--- config.mk ---
export PLATFORM = sky130hd
export DESIGN_NAME = if_fetch_unit
export DESIGN_NICKNAME = d
export VERILOG_FILES = /design/src/rtl/if_fetch_unit_pkg.sv /design/src/rtl/if_fetch_unit_icache_dm.sv /design/src/rtl/if_fetch_unit.sv
export SDC_FILE = /design/constraint.sdc
export NUM_CORES = 1
export LEC_CHECK = 0
export CAP_MARGIN = 5
export CORE_MARGIN = 5
export CORE_UTILIZATION = 40
export CTS_CLUSTER_DIAMETER = 60
export DETAILED_ROUTE_END_ITERATION = 10
export PLACE_DENSITY = 0.86
export SYNTH_ARGS = -nofsm -noshare
export SYNTH_HDL_FRONTEND = slang
export SYNTH_HIERARCHICAL = 1
export SYNTH_SLANG_ARGS = --single-unit
--- constraint.sdc ---
create_clock -name clk -period 2.06 [get_ports clk]
set_clock_uncertainty 0.05 [all_clocks]
set_input_delay 0.618 -clock clk [delete_from_list [all_inputs] [get_ports clk]]
set_output_delay 0.618 -clock clk [all_outputs]
set_load 0.02 [all_outputs]
--- src/rtl/if_fetch_unit_pkg.sv ---
// Shared types and constants for the instruction-fetch stage.
// The I-cache is built only when IF_ICACHE_EN is defined.
package if_fetch_unit_pkg;

    localparam int AddrLen = 32;
    localparam int InstLen = 32;
    localparam int IdxBits = 7;

    localparam logic [InstLen-1:0] ZERO_WORD = '0;
    localparam logic Enable  = 1'b1;
    localparam logic Disable = 1'b0;

    typedef enum logic [1:0] {
        IDLE     = 2'd0,
        WAIT_MEM = 2'd1,
        DISCARD  = 2'd2
    } fetch_state_e;

endpackage

--- src/rtl/if_fetch_unit_icache_dm.sv ---
// Direct-mapped one-word-per-line instruction cache.
// Lookup is combinational; the fill port writes at the clock edge.
import if_fetch_unit_pkg::*;

module icache_dm #(
    parameter int ADDR_LEN = AddrLen,
    parameter int INST_LEN = InstLen,
    parameter int IDX_BITS = IdxBits
) (
    input  logic                clk,
    input  logic                rst,
    input  logic                rdy,
    input  logic [ADDR_LEN-3:0] rd_word,
    output logic                hit,
    output logic [INST_LEN-1:0] rd_data,
    input  logic                wr_en,
    input  logic [ADDR_LEN-3:0] wr_word,
    input  logic [INST_LEN-1:0] wr_data
);

    localparam int TagLen = ADDR_LEN - 2 - IDX_BITS;
    localparam int Lines  = 1 << IDX_BITS;

    logic [Lines-1:0]    valid;
    logic [TagLen-1:0]   tags [Lines];
    logic [INST_LEN-1:0] data [Lines];

    logic [IDX_BITS-1:0] rd_idx;
    logic [IDX_BITS-1:0] wr_idx;
    logic [TagLen-1:0]   rd_tag;
    logic [TagLen-1:0]   wr_tag;

    assign rd_idx = rd_word[IDX_BITS-1:0];
    assign rd_tag = rd_word[ADDR_LEN-3:IDX_BITS];
    assign wr_idx = wr_word[IDX_BITS-1:0];
    assign wr_tag = wr_word[ADDR_LEN-3:IDX_BITS];

    // Lookup sees pre-edge contents even when a fill targets the same line
    assign hit     = valid[rd_idx] && (tags[rd_idx] == rd_tag);
    assign rd_data = data[rd_idx];

    always_ff @(posedge clk) begin
        if (rst) begin
            valid <= '0;
        end else if (rdy && wr_en) begin
            valid[wr_idx] <= Enable;
        end
    end

    always_ff @(posedge clk) begin
        if (!rst && rdy && wr_en) begin
            tags[wr_idx] <= wr_tag;
            data[wr_idx] <= wr_data;
        end
    end

endmodule

--- src/rtl/if_fetch_unit.sv ---
// Instruction-fetch stage: I-cache lookup, miss handshake, IF/ID register.
// Define IF_ICACHE_EN to build the cache; otherwise every fetch misses.
import if_fetch_unit_pkg::*;

module if_fetch_unit #(
    parameter int ADDR_LEN = AddrLen,
    parameter int INST_LEN = InstLen,
    parameter int IDX_BITS = IdxBits
) (
    input  logic                clk,
    input  logic                rst,
    input  logic                rdy,
    input  logic                stall_i,
    input  logic                pc_enable_i,
    input  logic [ADDR_LEN-1:0] pc_i,
    input  logic                pc_jump_i,
    output logic                icache_hitted_o,
    output logic                inst_ready_o,
    output logic                mem_req_o,
    output logic [ADDR_LEN-1:0] mem_addr_o,
    input  logic                mem_ready_i,
    input  logic [INST_LEN-1:0] mem_inst_i,
    output logic                if_valid_o,
    output logic [ADDR_LEN-1:0] if_pc_o,
    output logic [INST_LEN-1:0] if_inst_o
);

    fetch_state_e state, state_n;

    logic                req_n;
    logic [ADDR_LEN-1:0] addr_n;
    logic                valid_n;
    logic [ADDR_LEN-1:0] pc_n;
    logic [INST_LEN-1:0] inst_n;

    logic                cache_hit;
    logic [INST_LEN-1:0] cache_data;
    logic                fill;

    assign fill = (state != IDLE) && mem_ready_i;

`ifdef IF_ICACHE_EN
    icache_dm #(
        .ADDR_LEN(ADDR_LEN),
        .INST_LEN(INST_LEN),
        .IDX_BITS(IDX_BITS)
    ) u_icache (
        .clk    (clk),
        .rst    (rst),
        .rdy    (rdy),
        .rd_word(pc_i[ADDR_LEN-1:2]),
        .hit    (cache_hit),
        .rd_data(cache_data),
        .wr_en  (fill),
        .wr_word(mem_addr_o[ADDR_LEN-1:2]),
        .wr_data(mem_inst_i)
    );
`else
    assign cache_hit  = Disable;
    assign cache_data = '0;
`endif

    assign icache_hitted_o = (state == IDLE) && pc_enable_i && cache_hit;
    assign inst_ready_o    = (state == WAIT_MEM) && mem_ready_i
                           && !stall_i && !pc_jump_i;

    always_comb begin
        state_n = state;
        req_n   = mem_req_o;
        addr_n  = mem_addr_o;
        valid_n = if_valid_o;
        pc_n    = if_pc_o;
        inst_n  = if_inst_o;
        unique case (state)
            IDLE: begin
                if (pc_jump_i) begin
                    valid_n = Disable;
                end else if (stall_i) begin
                    valid_n = if_valid_o;
                end else if (icache_hitted_o) begin
                    pc_n    = pc_i;
                    inst_n  = cache_data;
                    valid_n = Enable;
                end else if (pc_enable_i) begin
                    req_n   = Enable;
                    addr_n  = pc_i;
                    valid_n = Disable;
                    state_n = WAIT_MEM;
                end else begin
                    valid_n = Disable;
                end
            end
            WAIT_MEM: begin
                if (mem_ready_i) begin
                    req_n   = Disable;
                    state_n = IDLE;
                    if (inst_ready_o) begin
                        pc_n    = mem_addr_o;
                        inst_n  = mem_inst_i;
                        valid_n = Enable;
                    end
                end else if (pc_jump_i) begin
                    valid_n = Disable;
                    state_n = DISCARD;
                end
            end
            DISCARD: begin
                // Request stays outstanding; its data only fills the cache
                if (mem_ready_i) begin
                    req_n   = Disable;
                    state_n = IDLE;
                end
            end
            default: begin
                state_n = IDLE;
            end
        endcase
    end

    always_ff @(posedge clk) begin
        if (rst) begin
            state      <= IDLE;
            mem_req_o  <= Disable;
            mem_addr_o <= '0;
            if_valid_o <= Disable;
            if_pc_o    <= '0;
            if_inst_o  <= ZERO_WORD;
        end else if (rdy) begin
            state      <= state_n;
            mem_req_o  <= req_n;
            mem_addr_o <= addr_n;
            if_valid_o <= valid_n;
            if_pc_o    <= pc_n;
            if_inst_o  <= inst_n;
        end
    end

endmodule

## Word level (Yosys, flattened, before mapping)

Index checks and enable logic that the tools add are counted.

- Register bits: 100
- Input port bits: 71
- Logic and storage cells: 50

- Eq/ne operators: 10
- Multiplexer cells: 18
- Bitwise gates (word level): 2
- Reductions and logical operators: 14

Operators with widths:

| operator | count |
|---|---|
| 2-bit 2-to-1 mux | 6 |
| 6-bit AND reduction | 2 |
| 5-bit AND reduction | 2 |
| 1-bit 2-to-1 mux | 9 |
| 3-bit inequality test (second input constant) | 3 |
| 2-bit inequality test (second input constant) | 4 |
| 2-bit one-hot mux with 3 select lines | 1 |
| 1-bit one-hot mux with 2 select lines | 2 |
| 4-bit AND reduction | 1 |
| 2-bit nonzero test | 2 |
| 1-bit logical AND | 3 |
| 2-bit by 1-bit == test with 1-bit output (second input constant) | 1 |
| 2-bit == test (second input constant) | 1 |
| 1-bit logical NOT | 2 |
| 2-bit logical NOT | 1 |
| 2-bit by 1-bit inequality test with 1-bit output (second input constant) | 1 |
| 1-bit NOT | 2 |
| 2-bit OR reduction | 1 |

## Depth between registers and ports, before layout

Gate-level depths: netlist (run 1).

- Word-level depth: 7
- Depth in mapped cells: 8

## Worst setup path after synthesis (run 1)

OpenSTA, ideal clock, no wires.

- Path kind: input port to flip-flop
- Start: input port stall_i
- End: register if_pc_o[13]
- Setup time: 70 ps
- Arrival time: 1557 ps
- Setup slack: 382 ps
- Stages on the path: 6
- Buffers on the path: 2
- Path through: and4bb_4 and2_4 buf_6 buf_6 nand2_1 a21oi_1

- Longest elaborated chain between the ends: 4

Ends and longest elaborated chain:

| what | RTL line | source |
|---|---|---|
| start: declaration | if_fetch_unit.sv:13 | `input logic stall_i,` |
| 1-bit logical NOT | if_fetch_unit.sv:65 | `&& !stall_i && !pc_jump_i;` |
| 1-bit logical AND (2 in a row) | if_fetch_unit.sv:65 |  |
| 4-bit AND reduction (no source line) | n/a |  |
| end signal: assignment | if_fetch_unit.sv:133 | `if_pc_o <= pc_n;` |
| end: declaration | if_fetch_unit.sv:24 | `output logic [ADDR_LEN-1:0] if_pc_o,` |

Every way passes these cells.
A chain may end at the register's enable or synchronous reset.

## Final worst setup path (run 1)

- Start: register mem_addr_o[7]
- End: output port mem_addr_o[7]

RTL lines:

| what | RTL line | source |
|---|---|---|
| start: declaration | if_fetch_unit.sv:20 | `output logic [ADDR_LEN-1:0] mem_addr_o,` |
| start signal: assignment | if_fetch_unit.sv:131 | `mem_addr_o <= addr_n;` |

No word-level cell between the ends.

==> results of run 1 <==
per-layer routing:
| metal | routed length [microns] | track usage |
|---|---|---|
| met1 | 4170 | 0.204 |
| met5 | 0 | 0 |
| met4 | 149 | 0.0611 |
| met3 | 829 | 0.0526 |
| met2 | 5630 | 0.347 |
area by class of cell:
class | instances | share of cell area
timing repair buffer | 191 | 0.342
sequential | 100 | 0.349
clock buffer | 10 | 0.0240
tap | 108 | 0.0235
clock inverter | 6 | 0.00806
inverter | 4 | 0.00261
multi-input combinational | 318 | 0.251
kinds of logic after synthesis:
| logic type | synth area share |
|---|---|
| xor+xnor | 0.00240 |
| other cells | 0.00103 |
| flops | 0.549 |
| buf+inv | 0.0562 |
| compound gates | 0.149 |
| fa+ha+maj | 0.0137 |
| simple gates | 0.229 |
sequential cells by signal, summed over array words and instances, names as in the netlist:
| name | flops |
|---|---|
| mem_addr_o | 32 |
| if_valid_o | 1 |
| if_inst_o | 32 |
| mem_req_o | 1 |
| if_pc_o | 32 |
| state | 2 |
stage by stage:
step | utilization | hold slack, ns
after floorplan | - | 0.433
after global placement | 0.626 | 0.391
after detailed placement | 0.626 | 0.397
after CTS | 0.648 | 0.410
after global routing | 0.652 | 0.430
final | 0.652 | 0.406
what timing repair did:
| item | CTS | global route |
|---|---|---|
| pin swaps | 1 | 0 |
| gates resized for setup | 9 | 16 |
| hold endpoints to repair | 0 | 0 |
| setup endpoints to repair | 1 | 16 |
| cloned | 0 | 0 |
| setup buffers | 1 | 0 |
layout by cell type (no fill, tap or decap), types with 4 or more instances in the layout:
| master | Yosys | routed |
|---|---|---|
| nand2_1 | 192 | 192 |
| clkdlybuf4s50_1 | 0 | 148 |
| dfxtp_1 | 100 | 100 |
| a21oi_1 | 99 | 99 |
| dlymetal6s2s_1 | 0 | 16 |
| buf_4 | 4 | 16 |
| clkbuf_8 | 0 | 10 |
| buf_12 | 0 | 6 |
| inv_1 | 4 | 4 |
| ha_1 | 4 | 4 |
worst paths after layout:
kind	from	end	slack, ns
hold reg to reg	if_pc_o[22]	if_pc_o[22]	0.41
setup reg to reg	state[1]	if_inst_o[8]	0.26
setup / recovery	mem_addr_o[7]	mem_addr_o[7]	0.04
hold / removal	if_pc_o[22]	if_pc_o[22]	0.41
power by group through the flow:
stage                     registers, mW  clock network, mW  logic [mW]
final                              1.96               1.15       0.293
after global routing               1.96               1.26       0.314
after CTS                          1.96               1.19       0.296
after detailed placement           2.01                  0       0.296
after global placement             2.00                  0       0.290
after floorplan                    2.02                  0      0.0768
==> run summary, run 1 <==
P_leak - 2.24 nW
total gr overflow - 0
Buffers & Inverters on Critical Path - 1
Setup-failing EPs final - 0
CTS Buffer Depth - 2
vias in the first global route - 3598
CTS Hold Buffers Added - 0
status - complete, no violations
num rows - 34
total clock sinks - 100
Post-Syn Area per Cell - 8.04 sq um
sequential group share of total power - 0.576
Yosys top cell by area - dfxtp_1
register area - 0.00200 sq mm
Die ar. - 0.0111 sq mm
Final Power - 3.40 mW
Worst Hold Depth - 2
Slowest cell on crit path - clkdlybuf4s50_1
Final min period - 2.02 ns
Worst VDD drop - 0.278 mV
Switch Pwr - 0.800 mW
clock share of power - 0.338
Comb pwr share - 0.086
total internal power - 2.60 mW
filler cell count - 750
R2R cell count - 9
initial antenna violation count - 0
DR DRC count - 0
setup slack at placement - -0.588 ns
final setup TNS - 0 ns
Die Y - 106 microns
Starting Density - 0.414
synthesized area - 0.00365 sq mm
Seq cells post-synth - 100
setup ws final - 0.0445 ns
RePlAce Congestion - 0.767
total track usage - 0.187
top fanout value on the critical path - 3
Crit. path cell count - 1
CTS tree - done
share of cells above drive strength 1 - 0.0779
max capacitance violation total - 0
routed len/inst - 14.6 microns
area delta synth->final - 57.4%
area taken by multi-input logic gates - 0.00144 sq mm
Worst-path clk slew - 0.10 ns
worst skew pair latency - 0.34 ns
slew margin rel. - 0.618
CP startpoint kind - register
critical path's top delay family - buffers and inverters
largest net degree at the start of global routing - 59
number of synthesized flops with an enable pin - 0
Worst EP required - 1.39 ns
achievable frequency - 496 MHz
power per cell area - 593 mW/mm^2
routed via count - 3595
top cells by count, synth - nand2_1 (192), dfxtp_1 (100), a21oi_1 (99), clkbuf_1 (14), buf_2 (8)
synth top area cells - dfxtp_1 (55%), nand2_1 (20%), a21oi_1 (14%), buf_6 (1.9%), clkbuf_1 (1.4%)
Buffers on Ports - 169
Switching Fraction - 0.235
synth warn - 6
first-pass GRT wire length - 17.2 mm
FFs w/ async S/R, synth - 0
TritonRoute pass-1 iters - 4
Worst Setup End Kind - output port
Placement Cell Area - 0.00551 sq mm
Antenna diodes - 0
total CTS buffers - 9
First DRT Iteration DRCs - 93
clk root buf - clkbuf_8
Final Cell Area - 0.00574 sq mm
die width - 106 microns
Slew @ Worst Pin - 0.572 ns
DP Wirelength - 8.13 mm
count of pins over their slew limit - 0
IO Pins - 171
Yosys cell types - 28
Post-Syn Instances - 454
ys flop type - dfxtp_1
Post-DRT Antenna Nets - 0
count leader, synth - nand2_1
area share of the largest cell type after synthesis - 0.549
Syn Nets - 529
Final #Nets - 699
Crit Path Class - reg -> out
placed insts - 720
Core Region - 0.00881 sq mm
H-tree depth - 3
Worst Hold Class - reg -> reg
Critical Path AT - 1.35 ns
Final Hold Vio Count - 0
Seq/Total Area, Yosys - 0.549
Cell Count, Final, Fillers Out - 737
drt via density - 4.88
crit-path cells - clkdlybuf4s50_1
overall routed net length - 10.8 mm
Largest stage delay, worst path - 0.62 ns
crit share post-route - 0.978
Power figures use the tool's default switching activity.
==> run 2, diff against run 1 <==
--- a/config.mk
+++ b/config.mk
@@ -5,7 +5,7 @@
 export SDC_FILE = /design/constraint.sdc
 export NUM_CORES = 1
 export LEC_CHECK = 0
-export CAP_MARGIN = 5
+export CAP_MARGIN = 30
 export CORE_MARGIN = 5
 export CORE_UTILIZATION = 40
 export CTS_CLUSTER_DIAMETER = 60
==> results of run 2 <==
The final DEF is identical to that of run 1; final timing and power are the same.
